===== src/rtl/limd_pkg.sv =====
// -----------------------------------------------------------------------------
// limd_pkg
// Shared definitions for the multi-channel a1 limiter (limd_mc) and its
// combinational clamp core (limd_core).
//   clamp_e    : clamp event codes reported alongside each limited a1
//   LIMD_WD    : default datapath width
//   LIMD_OMEGA : default limit constant (0.9375 in Q14)
//   limd_ome() : saturated OME = omega - a2p, clipped to [0, 2^(wd-1)-1]
// -----------------------------------------------------------------------------
package limd_pkg;

  typedef enum logic [1:0] {
    CLAMP_NONE = 2'b00,
    CLAMP_HI   = 2'b01,
    CLAMP_LO   = 2'b10
  } clamp_e;

  localparam int LIMD_WD    = 16;
  localparam int LIMD_OMEGA = 15360;

  // a2p arrives sign-extended to 32 bits so one function serves any WD < 32.
  // The difference is formed wider than WD+1 bits; for a WD-bit a2p and an
  // omega below 2^(wd-1) the result is identical to a WD+1-bit subtraction.
  function automatic logic [31:0] limd_ome(input logic signed [31:0] a2p,
                                           input int                 wd,
                                           input int                 omega);
    logic signed [33:0] diff;
    logic signed [33:0] max_v;
    diff  = 34'(omega) - 34'(a2p);
    max_v = (34'sd1 <<< (wd - 1)) - 34'sd1;
    if (diff < 34'sd0) begin
      return '0;
    end
    if (diff > max_v) begin
      return max_v[31:0];
    end
    return diff[31:0];
  endfunction

endpackage


===== src/rtl/limd_core.sv =====
// -----------------------------------------------------------------------------
// limd_core
// Combinational a1 clamp shared by the multi-channel pipeline and the
// single-channel wrapper. Limits a1t to [-ome, +ome] using signed compares.
//   a1t     in  WD  unlimited a1 (two's complement)
//   ome     in  WD  saturated OMEGA - a2p, always in [0, 2^(WD-1)-1]
//   bypass  in  1   pass a1t through untouched, report no clamp
//   a1p     out WD  limited a1
//   clamped out 2   CLAMP_NONE / CLAMP_HI / CLAMP_LO
// -----------------------------------------------------------------------------
module limd_core
  import limd_pkg::*;
#(
  parameter int WD = LIMD_WD
) (
  input  logic [WD-1:0] a1t,
  input  logic [WD-1:0] ome,
  input  logic          bypass,
  output logic [WD-1:0] a1p,
  output clamp_e        clamped
);

  // ome never exceeds 2^(WD-1)-1, so its negation is always representable.
  logic [WD-1:0] lower_lim;
  assign lower_lim = -ome;

  always_comb begin
    a1p     = a1t;
    clamped = CLAMP_NONE;
    if (!bypass) begin
      if ($signed(a1t) > $signed(ome)) begin
        a1p     = ome;
        clamped = CLAMP_HI;
      end else if ($signed(a1t) < $signed(lower_lim)) begin
        a1p     = lower_lim;
        clamped = CLAMP_LO;
      end
    end
  end

endmodule


===== src/rtl/limd_mc.sv =====
// -----------------------------------------------------------------------------
// limd_mc
// Multi-channel, two-stage pipelined a1 limiter with per-channel saturating
// clamp-event counters.
//   clk, reset             clock (rising) / asynchronous active-low reset
//   in_valid/in_ready      input handshake; in_ch, a1t, a2p, bypass per beat
//   out_valid/out_ready    output handshake; out_ch, a1p, clamped per result
//   stat_ch, stat_clr      counter read select / clear strobe
//   stat_cnt               registered counter value for stat_ch
//   scan_*, test_mode      DFT hooks, inert in RTL (scan_out* tied low)
// Stage 1 holds the beat plus its saturated OME; stage 2 holds the clamped
// result. Each stage only loads when the stage after it can move, so two
// beats can be parked under backpressure without loss or reordering.
// -----------------------------------------------------------------------------
module limd_mc
  import limd_pkg::*;
#(
  parameter  int NCH   = 32,
  parameter  int WD    = LIMD_WD,
  parameter  int OMEGA = LIMD_OMEGA,
  parameter  int CNTW  = 8,
  localparam int CHW   = $clog2(NCH)
) (
  input  logic            clk,
  input  logic            reset,
  input  logic            in_valid,
  output logic            in_ready,
  input  logic [CHW-1:0]  in_ch,
  input  logic [WD-1:0]   a1t,
  input  logic [WD-1:0]   a2p,
  input  logic            bypass,
  output logic            out_valid,
  input  logic            out_ready,
  output logic [CHW-1:0]  out_ch,
  output logic [WD-1:0]   a1p,
  output logic [1:0]      clamped,
  input  logic [CHW-1:0]  stat_ch,
  input  logic            stat_clr,
  output logic [CNTW-1:0] stat_cnt,
  input  logic            scan_in0,
  input  logic            scan_in1,
  input  logic            scan_in2,
  input  logic            scan_in3,
  input  logic            scan_in4,
  input  logic            scan_enable,
  input  logic            test_mode,
  output logic            scan_out0,
  output logic            scan_out1,
  output logic            scan_out2,
  output logic            scan_out3,
  output logic            scan_out4
);

  // ---------------------------------------------------------------- handshake
  logic advance;
  logic in_fire;
  logic out_fire;

  logic            s1_valid_reg;
  logic [CHW-1:0]  s1_ch_reg;
  logic [WD-1:0]   s1_a1t_reg;
  logic [WD-1:0]   s1_ome_reg;
  logic            s1_bypass_reg;

  logic            s2_valid_reg;
  logic [CHW-1:0]  out_ch_reg;
  logic [WD-1:0]   a1p_reg;
  clamp_e          clamped_reg;

  // in_ready depends on out_ready and pipeline state only, never on in_valid.
  assign advance  = !s2_valid_reg || out_ready;
  assign in_ready = !s1_valid_reg || advance;
  assign in_fire  = in_valid && in_ready;
  assign out_fire = s2_valid_reg && out_ready;

  // ------------------------------------------------------------------ stage 1
  logic [31:0] ome_wide;
  assign ome_wide = limd_ome(32'($signed(a2p)), WD, OMEGA);

  always_ff @(posedge clk or negedge reset) begin
    if (!reset) begin
      s1_valid_reg  <= 1'b0;
      s1_ch_reg     <= '0;
      s1_a1t_reg    <= '0;
      s1_ome_reg    <= '0;
      s1_bypass_reg <= 1'b0;
    end else begin
      if (in_ready) begin
        s1_valid_reg <= in_valid;
      end
      if (in_fire) begin
        s1_ch_reg     <= in_ch;
        s1_a1t_reg    <= a1t;
        s1_ome_reg    <= ome_wide[WD-1:0];
        s1_bypass_reg <= bypass;
      end
    end
  end

  // ------------------------------------------------------------------ stage 2
  logic [WD-1:0] core_a1p;
  clamp_e        core_clamped;

  limd_core #(
    .WD (WD)
  ) u_core (
    .a1t     (s1_a1t_reg),
    .ome     (s1_ome_reg),
    .bypass  (s1_bypass_reg),
    .a1p     (core_a1p),
    .clamped (core_clamped)
  );

  always_ff @(posedge clk or negedge reset) begin
    if (!reset) begin
      s2_valid_reg <= 1'b0;
      out_ch_reg   <= '0;
      a1p_reg      <= '0;
      clamped_reg  <= CLAMP_NONE;
    end else if (advance) begin
      s2_valid_reg <= s1_valid_reg;
      // Data only moves with a real beat, so a bubble leaves the last result
      // visible rather than exposing stage-1 leftovers.
      if (s1_valid_reg) begin
        out_ch_reg  <= s1_ch_reg;
        a1p_reg     <= core_a1p;
        clamped_reg <= core_clamped;
      end
    end
  end

  assign out_valid = s2_valid_reg;
  assign out_ch    = out_ch_reg;
  assign a1p       = a1p_reg;
  assign clamped   = clamped_reg;

  // ---------------------------------------------------------- clamp counters
  logic [NCH*CNTW-1:0] cnt_all;

  genvar gi;
  generate
    for (gi = 0; gi < NCH; gi++) begin : g_cnt
      logic [CNTW-1:0] cnt_reg;
      logic [CNTW-1:0] cnt_next;
      logic            inc;
      logic            clr;

      always_comb begin
        inc      = out_fire && (clamped_reg != CLAMP_NONE) && (out_ch_reg == CHW'(gi));
        clr      = stat_clr && (stat_ch == CHW'(gi));
        cnt_next = cnt_reg;
        if (clr) begin
          // A clear colliding with an event keeps that event.
          cnt_next = inc ? CNTW'(1) : '0;
        end else if (inc && (cnt_reg != '1)) begin
          cnt_next = cnt_reg + CNTW'(1);
        end
      end

      always_ff @(posedge clk or negedge reset) begin
        if (!reset) begin
          cnt_reg <= '0;
        end else begin
          cnt_reg <= cnt_next;
        end
      end

      assign cnt_all[gi*CNTW +: CNTW] = cnt_reg;
    end
  endgenerate

  // Reads the pre-update value: the register samples the array at the same
  // edge that applies increments and clears.
  logic [CNTW-1:0] stat_cnt_reg;

  always_ff @(posedge clk or negedge reset) begin
    if (!reset) begin
      stat_cnt_reg <= '0;
    end else begin
      stat_cnt_reg <= cnt_all[int'(stat_ch)*CNTW +: CNTW];
    end
  end

  assign stat_cnt = stat_cnt_reg;

  // ---------------------------------------------------------------------- DFT
  assign scan_out0 = 1'b0;
  assign scan_out1 = 1'b0;
  assign scan_out2 = 1'b0;
  assign scan_out3 = 1'b0;
  assign scan_out4 = 1'b0;

  logic unused_ok;
  assign unused_ok = &{1'b0, scan_in0, scan_in1, scan_in2, scan_in3, scan_in4,
                       scan_enable, test_mode, ome_wide[31:WD]};

endmodule


===== config.mk =====
export PLATFORM = sky130hd
export DESIGN_NAME = limd_mc
export DESIGN_NICKNAME = d
export VERILOG_FILES = /design/src/rtl/limd_pkg.sv /design/src/rtl/limd_core.sv /design/src/rtl/limd_mc.sv
export SDC_FILE = /design/constraint.sdc
export NUM_CORES = 1
export LEC_CHECK = 0
export BUFFER_PORTS_ARGS = -buffer_cell sky130_fd_sc_hd__buf_2
export CAP_MARGIN = 15
export CORE_ASPECT_RATIO = 0.7
export CORE_MARGIN = 2
export CORE_UTILIZATION = 50
export DETAILED_ROUTE_END_ITERATION = 16
export MAX_ROUTING_LAYER = met4
export PLACE_DENSITY_LB_ADDON = 0.08
export SYNTH_ARGS = -nofsm -noshare
export SYNTH_HDL_FRONTEND = slang
export SYNTH_SLANG_ARGS = --single-unit
export TNS_END_PERCENT = 20

===== constraint.sdc =====
create_clock -name clk -period 4.7 [get_ports clk]
set_clock_uncertainty 0.05 [all_clocks]
set_input_delay 0.94 -clock clk [delete_from_list [all_inputs] [get_ports clk]]
set_output_delay 0.94 -clock clk [all_outputs]
set_load 0.01 [all_outputs]

* Word-level counts from Yosys, hierarchy flattened
Cells that the tools add are included.
** Storage, ports and cells
- Logic and storage cells :: 423
- Register bits :: 327
- Memory bits (writable) :: 0
- Memories kept :: 0
- Bits in latches :: 0
- Input port bits :: 55
- Memory bits (read-only) :: 0
- Output and inout port bits :: 38
** Operators by class
- Equality and inequality tests :: 94
- Shifts and indexed selects :: 1
- Muxes and demuxes :: 109
- Order comparisons :: 4
- Div/mod/pow operators :: 0
- Bitwise operators :: 0
- Multipliers :: 0
- Add/subtract/negate cells :: 34
- Reduce and logical (&&, ||, !) cells :: 139
** Operators with widths (count)
- 2-to-1 mux 8 bit :: 64
- adder 8 x 1 -> 8 bit, second input constant :: 32
- != test 8 bit, second input constant :: 32
- variable part select 256 x 9 -> 8 bit :: 1
- equality test 5 bit, second input constant :: 32
- 2-to-1 mux 16 bit :: 7
- logical AND 1 bit :: 99
- equality test 5 x 4 -> 1 bit, second input constant :: 16
- nonzero test 2 bit :: 33
- equality test 5 x 3 -> 1 bit, second input constant :: 8
- 2-to-1 mux 1 bit :: 35
- equality test 5 x 2 -> 1 bit, second input constant :: 4
- greater-than comparator 17 x 16 -> 1 bit, second input constant :: 1
- less-than comparator 17 x 1 -> 1 bit, second input constant :: 1
- subtractor 15 x 16 -> 17 bit, first input constant :: 1
- greater-than comparator 16 bit :: 1
- less-than comparator 16 bit :: 1
- negator 16 bit :: 1
- equality test 5 x 1 -> 1 bit, second input constant :: 2
- zero test 5 bit :: 2
- 2-to-1 mux 2 bit :: 3
- zero test 1 bit :: 2
- logical OR 1 bit :: 2
- AND reduction 2 bit :: 1

* Longest topological paths before layout
Gate-level depths: netlist (run 1).
- Depth after elaboration :: 6
- Gate-level depth with buffers :: 15

* By module
Synthesis (run 1) repeated with hierarchy kept, for this count alone.
** Second synthesis, totals
- Cell total of the unflattened synthesis :: 2025
- Area total of the unflattened synthesis :: 20171.8 µm²
** Modules (own cells, without submodules)
- limd_mc :: seq. area each 8182.8 µm², instances 1, area an instance 18560.3 µm², cells each 1821
- limd_core :: seq. area each 0.0 µm², instances 1, area an instance 1611.5 µm², cells each 204

* Worst setup path after synthesis (run 1)
No wires, ideal clock.
- Kind :: flip-flop to flip-flop
- Start :: register s1_ome_reg[1]
- End :: register a1p_reg[6] (netlist: a1p[6])
- Data arrival time :: 3.104 ns
- Buffers on the path :: 1
- Slack :: 1.398 ns
- Period minus slack after synthesis :: 3.302 ns
- Required time :: 4.502 ns
- Library setup time :: 0.148 ns
- Cell stages (with the launch flop) :: 16
- Path through :: dfrtp_1 -> inv_1 -> ha_1 -> nand2b_1 -> nor4_1 -> nor2_1 -> or2_2 -> ha_1 -> nand4_1 -> o22ai_1 -> a211o_1 -> o21a_1 -> a311oi_2 -> buf_6 -> a221o_1 -> a211oi_1
** Between the ends
- Cells in the longest elaborated chain, start to end :: 5
- Elaborated cells between the ends (all ways) :: 6
- Those cells by class :: 1 x add/sub; 2 x order compare; 3 x mux
** RTL lines
- start: declaration :: RTL line limd_mc.sv:62 : logic [WD-1:0] s1_ome_reg;
- start signal: assignment :: RTL line limd_mc.sv:94 : s1_ome_reg <= ome_wide[WD-1:0];
- negator 16 bit :: RTL line limd_core.sv:25 : assign lower_lim = -ome;
- less-than comparator 16 bit :: RTL line limd_core.sv:34 : end else if ($signed(a1t) < $signed(lower_lim)) begin
- 2-to-1 mux 16 bit :: RTL line limd_core.sv:34
- 2-to-1 mux 16 bit (*) :: RTL line limd_core.sv:31 : if ($signed(a1t) > $signed(ome)) begin
- 2-to-1 mux 16 bit (*) :: RTL line limd_core.sv:30 : if (!bypass) begin
- end signal: assignment :: RTL line limd_mc.sv:126 : a1p_reg <= core_a1p;
- end: declaration :: RTL line limd_mc.sv:67 : logic [WD-1:0] a1p_reg;
Every way passes the cells marked *; elsewhere a longest branch is shown, timed or not.
A chain may end at the register's enable or synchronous reset.

* Worst setup path after layout (run 1)
- Start :: register s1_ome_reg[2]
- End :: register a1p_reg[7] (netlist: a1p[7])
The elaborated chain is that of the path after synthesis.

==> impl_metrics.py, run 1 <==
metrics = {
    "clock_network": {
        "numCtsBuffers": 36,
        "clock_path_buffers": 3,
        "cts_tree": "yes",
        "cts_hold_buf": 0,
        "clockRootBuffer": "clkbuf_16",
        "postCtsSetupBuffers": 0,
        "cts.sinks": 327,
        "clk_latency_ns": 0.53,
        "clk_pin_slew_worst_paths_ns": 0.06,
        "htree_num_levels": 2,
        "cts_resized": 0,
    },
    "sta": {
        "min_period_over_period_pct": 88.0,
        "period_minus_slack_ns": 4.14,
        "setup_viol_count_final": 0,
        "rsz0062_at_grt": "no",
        "max_freq_mhz": 242,
        "relSlewSlack_pct": 20.5,
        "worstMarginPinSlew_ns": 1.19,
        "finalHoldViolCount": 0,
        "slew_viol_final": 0,
        "tns_ns": 0,
    },
    "pwr": {
        "clockPowerShare_pct": 37.6,
        "power.density_nw_per_um2": 359,
        "cellLeakagePower_nw": 9.67,
        "combPwrFrac_pct": 17.7,
        "intPower_w": 0.00536,
        "p_seq_share_pct": 44.7,
        "switching_power_w": 0.00233,
        "switching_share_pct": 30.4,
        "peakVddDrop_v": 0.000251,
    },
    "routing": {
        "drt_iter0_drc": 1472,
        "drtAntennaViolNets": 0,
        "vias": 14900,
        "drc": 0,
        "viasPerCell": 5.94,
        "dr.pass1.iters": 7,
        "wl_per_cell_um": 21.0,
        "wirelength_um": 52600,
    },
    "floorplan": {
        "core_um2": 38100,
        "die_h_um": 168,
        "die-width_um": 238,
        "pin_count": 93,
        "initial_core_util_pct": 50.4,
        "fp.dieArea_um2": 40000,
        "num_rows": 60,
    },
    "global_routing": {
        "antenna_found_initial": 1,
        "grt_pass1_vias": 14100,
        "grt_overflow": 0,
        "grt_max_degree": 96,
        "grt.total_usage_pct": 27.6,
        "grt_pass1_wl_um": 83300,
    },
    "synthesis": {
        "synth_edf_count": 0,
        "yosysMostFrequentCell": "dfrtp_1",
        "yosysTopAreaCell": "dfrtp_1",
        "yosysUniqueCellTypes": 74,
        "async_flop_share_pct": 100,
        "yosys-top-cells-count": "dfrtp_1, nor2_1, nand2_1",
        "synth_top_area_share_pct": 42.6,
        "ys_ff_latch": 327,
        "synth_area_um2": 19200,
        "seq_area_frac_synth_pct": 42.6,
        "avgSynthCellArea_um2": 10.2,
        "synthTopCellsByArea": "dfrtp_1, mux4_2, xor2_1",
        "synth_cells": 1891,
        "synth_ff_type": "dfrtp_1",
        "ys.warnings.count": 0,
    },
    "setup_path": {
        "worstSetupPathType": "reg2reg",
        "startpoint_type": "flop",
        "crit_required_ns": 5.10,
        "crit_chain": "or3_4 > nor4_1 > and3_1 > nand3_1 > xnor2_1 > ha_1 > nand4_1 > o22ai_1 > o22ai_1 > a32oi_1 > o21ai_0 > a31oi_1",
        "path_max_fanout": 12,
        "max_stage_delay_ns": 0.91,
        "arrival_ns": 4.54,
        "critPathSlowestCell": "a32oi_1",
        "critPathCaptureType": "flop",
        "cpMostUsedCell": "o22ai_1",
    },
    "placed_design": {
        "portBuffers": 80,
        "dpl.hpwl_um": 38700,
        "gp_congestion": 0.958,
        "dp_cells": 2437,
    },
    "cells_and_area": {
        "n_antenna_cell": 0,
        "nets": 2099,
        "fillers": 3364,
        "drive_gt1_share_pct": 15.6,
        "largest_register_ffs": 256,
        "area_growth_pct": 11.4,
        "layout.cells.non_filler": 2500,
    },
    "flow_run": {
        "max_cap_viol_count": 0,
    },
    "outcome": {
        "outcome": "finished clean",
    },
    "hold_path": {
        "worstHoldPathType": "in2async",
    },
}
-- routing by layer --
layer	share of wire, %	track usage [%]	vias up
li1	-	-	6989
met1	52	44.3	7441
met2	40	36.1	379
met3	7.0	5.48	43
met4	1.2	4.54	0
met5	0	-	-
-- power groups by stage --
| stage | logic (W) | registers, W | clock network [W] |
|---|---|---|---|
| floorplan | 0.000917 | 0.00336 | 0 |
| global placement | 0.00132 | 0.00346 | 0 |
| detailed placement | 0.00135 | 0.00347 | 0 |
| CTS | 0.00136 | 0.00342 | 0.00296 |
| global route | 0.00152 | 0.00347 | 0.00308 |
| finish | 0.00136 | 0.00343 | 0.00289 |
-- worst max-delay path: cells and delay by family (launching register included) --
family / cells / cell delay (ns)
AO/OA/AOI/OAI: 5 / 1.69
XOR/XNOR: 1 / 0.17
AND/OR/NAND/NOR: 5 / 1.34
flip-flops: 1 / 0.47
adder cells (fa/ha/maj): 1 / 0.33
-- layout by cell type, fill, tap and decap left out, types with 7 or more instances in the layout --
cell type	instances
nand4_1	72
mux4_2	80
inv_1	46
nor2b_1	8
o21ai_0	63
and3_1	55
o221a_2	10
ha_1	65
a211o_1	8
xor2_1	150
and4_1	17
a21oi_1	51
clkbuf_8	10
nand3_1	51
dfrtp_1	327
a311oi_2	18
nand2_1	213
or3_1	20
a31oi_1	8
clkbuf_16	37
nor4_1	16
and2_1	7
xnor2_1	61
o31ai_1	9
buf_2	77
mux2i_1	33
buf_4	18
mux2_2	9
o211ai_1	7
nor3_1	21
clkinv_2	7
nor2_1	309
nand2b_1	10
-- worst paths after layout --
path                               startpoint                  end  slack, ns  cells past startpoint
worst min register to register   s1_ch_reg[4]         s1_ch_reg[4]       0.42                      2
max in group asynchronous               reset       s1_ome_reg[11]       3.02                      2
worst max-delay path            s1_ome_reg[2]               a1p[7]       0.56                     12
worst min-delay path                    reset  g_cnt[0].cnt_reg[3]       0.37                      1
min in group clk                 s1_ch_reg[4]         s1_ch_reg[4]       0.42                      2
worst max register to register  s1_ome_reg[2]               a1p[7]       0.56                     12
-- area by class of cell --
type / count / area [um2] / area share (%)
inverters: 46 / 173 / 0.807
clock buffers: 52 / 1080 / 5.06
multi-input cells: 1469 / 10600 / 49.7
clock inverters: 11 / 113 / 0.526
well taps: 496 / 621 / 2.90
flip-flops and latches: 327 / 8180 / 38.3
repair buffers: 99 / 596 / 2.78
-- kinds of logic (layout without fill, tap and decap cells) --
logic type	after synthesis	count (layout)	share of synthesized area, %
adders and majority gates	65	65	4.24
AOI/OAI and AO/OA	231	231	9.04
other	1	5	0.0195
buffers and inverters	99	208	2.18
muxes	122	122	11.6
xor gates and xnor gates	212	212	9.71
and+or+nand+nor	834	834	20.6
DFF	327	327	42.6
-- metrics by stage --
step | hold slack (ns) | area, um2 | worst slack [ns] | util (%) | total power (W)
2_1_floorplan | 0.389 | 19200 | 1.40 | - | 0.00428
3_3_place_gp | 0.397 | 20200 | 0.741 | 53.0 | 0.00479
3_5_place_dp | 0.405 | 20200 | 0.715 | 53.0 | 0.00482
4_1_cts | 0.411 | 21400 | 0.686 | 56.1 | 0.00774
5_1_grt | 0.423 | 21400 | 0.231 | 56.1 | 0.00806
6_report | 0.373 | 21400 | 0.562 | 56.1 | 0.00769
No activity file was read; power rests on OpenSTA's default activity.
==> inputs of run 2 (changes only) <==
ABC_AREA = 1   (was default)
==> run 2 against run 1 <==
Against the previous run:
- cell count grew 35%
- critical endpoint is now a1p[5]
- clock power grew 2%
- highest routed layer unchanged
- critical path type unchanged
- routed wire length grew 16%
- die area grew 4.9%
- count of clock-buffer cells in the layout grew 1
- combinational power grew 93%
- sequential share of layout area shrank 1.6 points
==> impl_metrics.py, run 2 <==
metrics = {
    "cells_and_area": {
        "largest_register_ffs": 256,
        "design_area_um2": 22300,
        "final_cell_mix": "nand2_1, inv_1, dfrtp_1",
        "n_antenna_cell": 0,
        "area_growth_pct": 10.7,
        "nets": 2928,
        "fillers": 3735,
        "drive_gt1_share_pct": 9.40,
        "final_common_cell": "nand2_1",
    },
    "pwr": {
        "finalPower_w": 0.00968,
        "switching_power_w": 0.00357,
        "p_seq_share_pct": 42.5,
        "peakVddDrop_v": 0.000294,
        "combPwrFrac_pct": 27.1,
        "clockPowerShare_pct": 30.5,
        "power.density_nw_per_um2": 434,
        "intPower_w": 0.00612,
        "switching_share_pct": 36.8,
        "cellLeakagePower_nw": 10.4,
    },
    "sta": {
        "finalHoldViolCount": 0,
        "tns_ns": 0,
        "setup_viol_count_final": 0,
        "rsz0062_at_grt": "no",
        "max_freq_mhz": 257,
        "period_minus_slack_ns": 3.88,
        "min_period_over_period_pct": 82.7,
        "relSlewSlack_pct": 39.6,
        "worstMarginPinSlew_ns": 0.904,
        "slew_viol_final": 0,
    },
    "synthesis": {
        "synth_top_area_share_pct": 40.6,
        "synth_ff_type": "dfrtp_1",
        "seq_area_frac_synth_pct": 40.6,
        "yosysTopAreaCell": "dfrtp_1",
        "avgSynthCellArea_um2": 7.38,
        "synth_top_family_by_area": "simple AND/OR/NAND/NOR gates",
        "ys.warnings.count": 0,
        "synth_cells": 2732,
        "synth_edf_count": 0,
        "ys_ff_latch": 327,
        "synth_compound_area_share_pct": 18.3,
        "yosys-top-cells-count": "nand2_1, inv_1, dfrtp_1",
        "yosysUniqueCellTypes": 55,
        "synth_area_um2": 20200,
        "synth_adder_area_share_pct": 4.10,
        "async_flop_share_pct": 100,
        "synthTopCellsByArea": "dfrtp_1, nand2_1, inv_1",
        "synthMuxAreaShare_pct": 0,
        "synthXorXnorAreaFrac_pct": 1.09,
        "yosysMostFrequentCell": "nand2_1",
        "yosys.area_share.simple_pct": 25.9,
    },
    "global_routing": {
        "antenna_found_initial": 0,
        "grt_overflow": 0,
        "grt.total_usage_pct": 29.9,
        "grt_pass1_wl_um": 96300,
        "grt_pass1_vias": 17400,
        "grt_max_degree": 88,
    },
    "placed_design": {
        "portBuffers": 80,
        "gp_congestion": 0.963,
        "dpl.hpwl_um": 46100,
        "place_area_um2": 21100,
    },
    "routing": {
        "drc": 0,
        "wl_per_cell_um": 18.2,
        "dr.pass1.iters": 6,
        "drtAntennaViolNets": 0,
        "wirelength_um": 61100,
        "viasPerCell": 5.73,
        "drt_iter0_drc": 2080,
        "vias": 19300,
    },
    "setup_path": {
        "arrival_ns": 4.29,
        "crit_buf_inv": 2,
        "max_stage_delay_ns": 0.44,
        "crit_chain": "inv_1 > ha_1 > nand2_1 > nor2_1 > nand3_1 > nor2_1 > nand2_1 > xor2_1 > inv_1 > ha_1 > nand3_1 > a21oi_1 > nor2_1 > nand3_1 > nand2_1 > nand2_1 > nor2_1 > nand3_1 > nand3b_1",
        "crit_family": "simple AND/OR/NAND/NOR gates",
        "startpoint_type": "flop",
        "worstSetupPathType": "reg2reg",
        "path_max_fanout": 12,
        "critPathCaptureType": "flop",
        "crit_required_ns": 5.11,
        "critPathSlowestCell": "dfrtp_1",
    },
    "clock_network": {
        "clk_pin_slew_worst_paths_ns": 0.06,
        "clockRootBuffer": "clkbuf_16",
        "cts.sinks": 327,
        "cts_resized": 0,
        "numCtsBuffers": 37,
        "cts_tree": "yes",
        "clock_path_buffers": 3,
        "htree_num_levels": 2,
        "postCtsSetupBuffers": 0,
        "cts_hold_buf": 0,
        "clk_latency_ns": 0.54,
    },
    "floorplan": {
        "fp.dieArea_um2": 42000,
        "core_um2": 39800,
        "initial_core_util_pct": 50.7,
        "die-width_um": 244,
        "num_rows": 61,
        "die_h_um": 172,
        "pin_count": 93,
    },
    "hold_path": {
        "worstHoldPathType": "in2async",
    },
    "flow_run": {
        "max_cap_viol_count": 0,
    },
    "outcome": {
        "outcome": "finished clean",
    },
}
## run 2: changes by cell type after synthesis, moves of 105 or more
cell,delta
xor2_1,-129
nand3_1,+111
inv_1,+382
a21oi_1,+119
nor2_1,-105
nand2_1,+307
o21ai_0,+186
## run 2: final timing paths
| kind | depth (start not counted) | endpoint | from | slack [ns] |
|---|---|---|---|---|
| setup / recovery | 19 | a1p[5] | s1_ome_reg[0] | 0.82 |
| hold / removal | 1 | out_ch[4] | reset | 0.31 |
| setup reg to reg | 19 | a1p[5] | s1_ome_reg[0] | 0.82 |
| hold reg to reg | 1 | g_cnt[7].cnt_reg[7] | g_cnt[7].cnt_reg[7] | 0.42 |
| max in group asynchronous | 2 | s1_a1t_reg[1] | reset | 3.20 |
| min in group clk | 1 | g_cnt[7].cnt_reg[7] | g_cnt[7].cnt_reg[7] | 0.42 |
## run 2: logic make-up after synthesis
family	count (synthesis)
and+or+nand+nor	1157
AOI/OAI and AO/OA	632
buffers and inverters	524
DFF	327
adders and majority gates	66
xor gates and xnor gates	25
other	1
## run 2: area by class of cell
| cell class | count | area, um2 | share of cell area, % |
|---|---|---|---|
| Tap cell | 535 | 669 | 3.00 |
| Clock inverter | 10 | 133 | 0.595 |
| Timing Repair Buffer | 94 | 541 | 2.42 |
| Inverter | 462 | 1730 | 7.77 |
| Sequential cell | 327 | 8180 | 36.7 |
| Multi-Input combinational cell | 1885 | 9970 | 44.7 |
| Clock buffer | 53 | 1080 | 4.82 |
## run 2: worst reg2reg max path, delay by kind of cell (launching register included)
family          cells  cell delay (ns)
fa+ha+maj           2             0.51
xor+xnor            1             0.39
buf+inv             2             0.24
flops               1             0.44
simple gates       13             2.13
compound gates      1             0.06
## run 2: metal layers
layer	track usage, %	routed length (um)	vias up
li1	-	-	9330
met1	46.7	30600	9206
met2	39.6	24200	692
met3	5.99	5500	63
met4	5.09	824	0
met5	-	0	-
## run 2: through the flow
step                worst slack (ns)  util (%)  cells  hold slack, ns
finish                         0.815      56.1   3366           0.314
global placement                1.06      53.1   3303           0.402
floorplan                       1.81         -   2736           0.383
detailed placement             0.961      53.1   3303           0.407
global route                   0.488      56.1   3366           0.380
CTS                            0.956      56.1   3366           0.370
## run 2: power by group through the flow
stage | clock, W | combinational [W] | sequential, W
2_1_floorplan | 0 | 0.00175 | 0.00398
3_3_place_gp | 0 | 0.00250 | 0.00411
3_5_place_dp | 0 | 0.00258 | 0.00413
4_1_cts | 0.00300 | 0.00259 | 0.00409
5_1_grt | 0.00311 | 0.00296 | 0.00420
6_report | 0.00295 | 0.00262 | 0.00411
==> inputs of run 3 (changes only) <==
ABC_AREA = 0   (was 1)
clock period = 3.8 ns   (was 4.7 ns; I/O delays follow)
==> run 3 against run 2 <==
Against the previous run:
- combinational power down 34%
- design area down 2.9%
- worst hold slack worse by 0.10 ns
- sequential power up 4%
- fmax up 9.0%
- utilization up 0.72 points
- register-to-register slack worse by 0.58 ns
- die area down 4.6%
- count of clock-buffer cells in the layout unchanged
- critical path type unchanged
- critical endpoint is now a1p[9]
- largest power group unchanged
==> impl_metrics.py, run 3 (same netlist as run 1, synthesis figures left out) <==
metrics = {
    "cells_and_area": {
        "layout.cells.non_filler": 2531,
        "nets": 2130,
        "area_growth_pct": 12.8,
        "drive_gt1_share_pct": 17.2,
        "seqCellArea_um2": 8180,
        "fin_util_pct": 56.8,
        "fillers": 3342,
        "largest_register_ffs": 256,
        "multi_input_area_um2": 10700,
        "final_common_cell": "dfrtp_1",
        "final_cell_mix": "dfrtp_1, nor2_1, nand2_1",
    },
    "sta": {
        "finalHoldViolCount": 0,
        "max_freq_mhz": 281,
        "setup_viol_count_final": 0,
        "min_period_over_period_pct": 93.8,
        "whs_ns": 0.210,
        "relSlewSlack_pct": 32.3,
        "period_minus_slack_ns": 3.56,
        "slew_viol_final": 0,
        "worstMarginPinSlew_ns": 1.01,
    },
    "setup_path": {
        "arrival_ns": 3.94,
        "critPathCaptureType": "flop",
        "worstSetupPathType": "reg2reg",
        "crit_required_ns": 4.17,
        "path_max_fanout": 7,
        "startpoint_type": "flop",
    },
    "global_routing": {
        "grt_max_degree": 91,
        "grt.total_usage_pct": 28.1,
        "grt_overflow": 0,
        "antenna_found_initial": 3,
        "grt_pass1_vias": 14300,
        "grt_pass1_wl_um": 84600,
    },
    "hold_path": {
        "worstHoldPathType": "in2async",
    },
    "clock_network": {
        "clock_path_buffers": 3,
        "clk_pin_slew_worst_paths_ns": 0.06,
        "htree_num_levels": 2,
        "clockRootBuffer": "clkbuf_16",
        "cts_tree": "yes",
        "clk_latency_ns": 0.52,
        "cts_hold_buf": 0,
        "cts.sinks": 327,
        "numCtsBuffers": 36,
    },
    "placed_design": {
        "dpl.hpwl_um": 39600,
        "gp_congestion": 0.936,
        "dp_cells": 2467,
        "portBuffers": 80,
    },
    "routing": {
        "drt_iter0_drc": 1563,
        "wirelength_um": 53200,
        "viasPerCell": 5.93,
        "wl_per_cell_um": 21.0,
        "drc": 0,
        "vias": 15000,
        "drtAntennaViolNets": 0,
        "dr.pass1.iters": 6,
    },
    "floorplan": {
        "fp.dieArea_um2": 40000,
        "pin_count": 93,
        "die-width_um": 238,
        "core_um2": 38100,
        "num_rows": 60,
        "die_h_um": 168,
        "initial_core_util_pct": 50.4,
    },
    "pwr": {
        "power.density_nw_per_um2": 435,
        "finalPower_w": 0.00943,
        "peakVddDrop_v": 0.000308,
        "cellLeakagePower_nw": 9.83,
    },
    "flow_run": {
        "max_cap_viol_count": 0,
    },
    "outcome": {
        "outcome": "finished clean",
    },
}
==> run 3: cell types whose count changed in the layout (fill, tap and decap cells not counted), sizes merged, moves of 109 or more <==
cell   before  now
xor2       21  150
nand3     163   54
o21ai     263   66
nand2     533  216
inv       462   46
a21oi     172   55
==> run 3: final timing paths <==
check | startpoint | end | slack, ns | depth (start not counted)
max reg2reg | s1_ome_reg[1] | a1p[9] | 0.24 | 16
min | reset | g_cnt[0].cnt_reg[2] | 0.21 | 1
min in group clk | a1t[2] | s1_a1t_reg[2] | 0.38 | 3
max in group asynchronous | reset | g_cnt[12].cnt_reg[5] | 2.56 | 2
max | s1_ome_reg[1] | a1p[9] | 0.24 | 16
min reg2reg | s1_ch_reg[2] | out_ch[2] | 0.42 | 2
==> run 3: area by class of cell <==
type / count / area share (%)
Antenna cell: 1 / 0.0115
Clock buffer: 53 / 4.97
Clock inverter: 9 / 0.323
Inverter: 46 / 0.797
Multi-Input combinational cell: 1469 / 49.3
Sequential cell: 327 / 37.8
Tap cell: 496 / 2.86
Timing Repair Buffer: 130 / 4.01
==> run 3: stage by stage <==
stage	setup TNS, ns	setup WS (ns)	instance area (um2)
5_1_grt	-0.00498	-0.00498	21700
3_3_place_gp	0	0.128	20500
6_report	0	0.236	21700
2_1_floorplan	0	0.498	19200
3_5_place_dp	0	0.0887	20500
4_1_cts	0	0.0708	21600
==> run 3: repair_timing <==
item | CTS | global route
gates resized for setup | 0 | 12
buffers inserted | 0 | 1
endpoints found under the setup margin | 0 | 17
==> run 3: where the power goes <==
part / internal [W] / switching [W]
logic: 0.000740 / 0.000990
clock network: 0.00202 / 0.00142
registers: 0.00380 / 0.000454
total: 0.00657 / 0.00286
==> run 3: per-layer routing <==
metal	GRT usage (%)	wire [um]
met1	44.6	26800
met2	36.2	21100
met3	6.35	4470
met4	5.52	834
met5	-	0
==> run 3: worst max-delay path, stage by stage, from the launching register on <==
cell      delay (ns)
dfrtp_1         0.41
inv_1           0.12
ha_1            0.21
nand2b_1        0.12
nor4_1          0.20
buf_4           0.19
nor2_1          0.05
or2_2           0.30
ha_1            0.27
nand4_1         0.11
o22ai_1         0.09
a211o_1         0.29
o21a_2          0.27
a311oi_4        0.36
buf_6           0.20
nand3b_1        0.09
o211ai_1        0.13
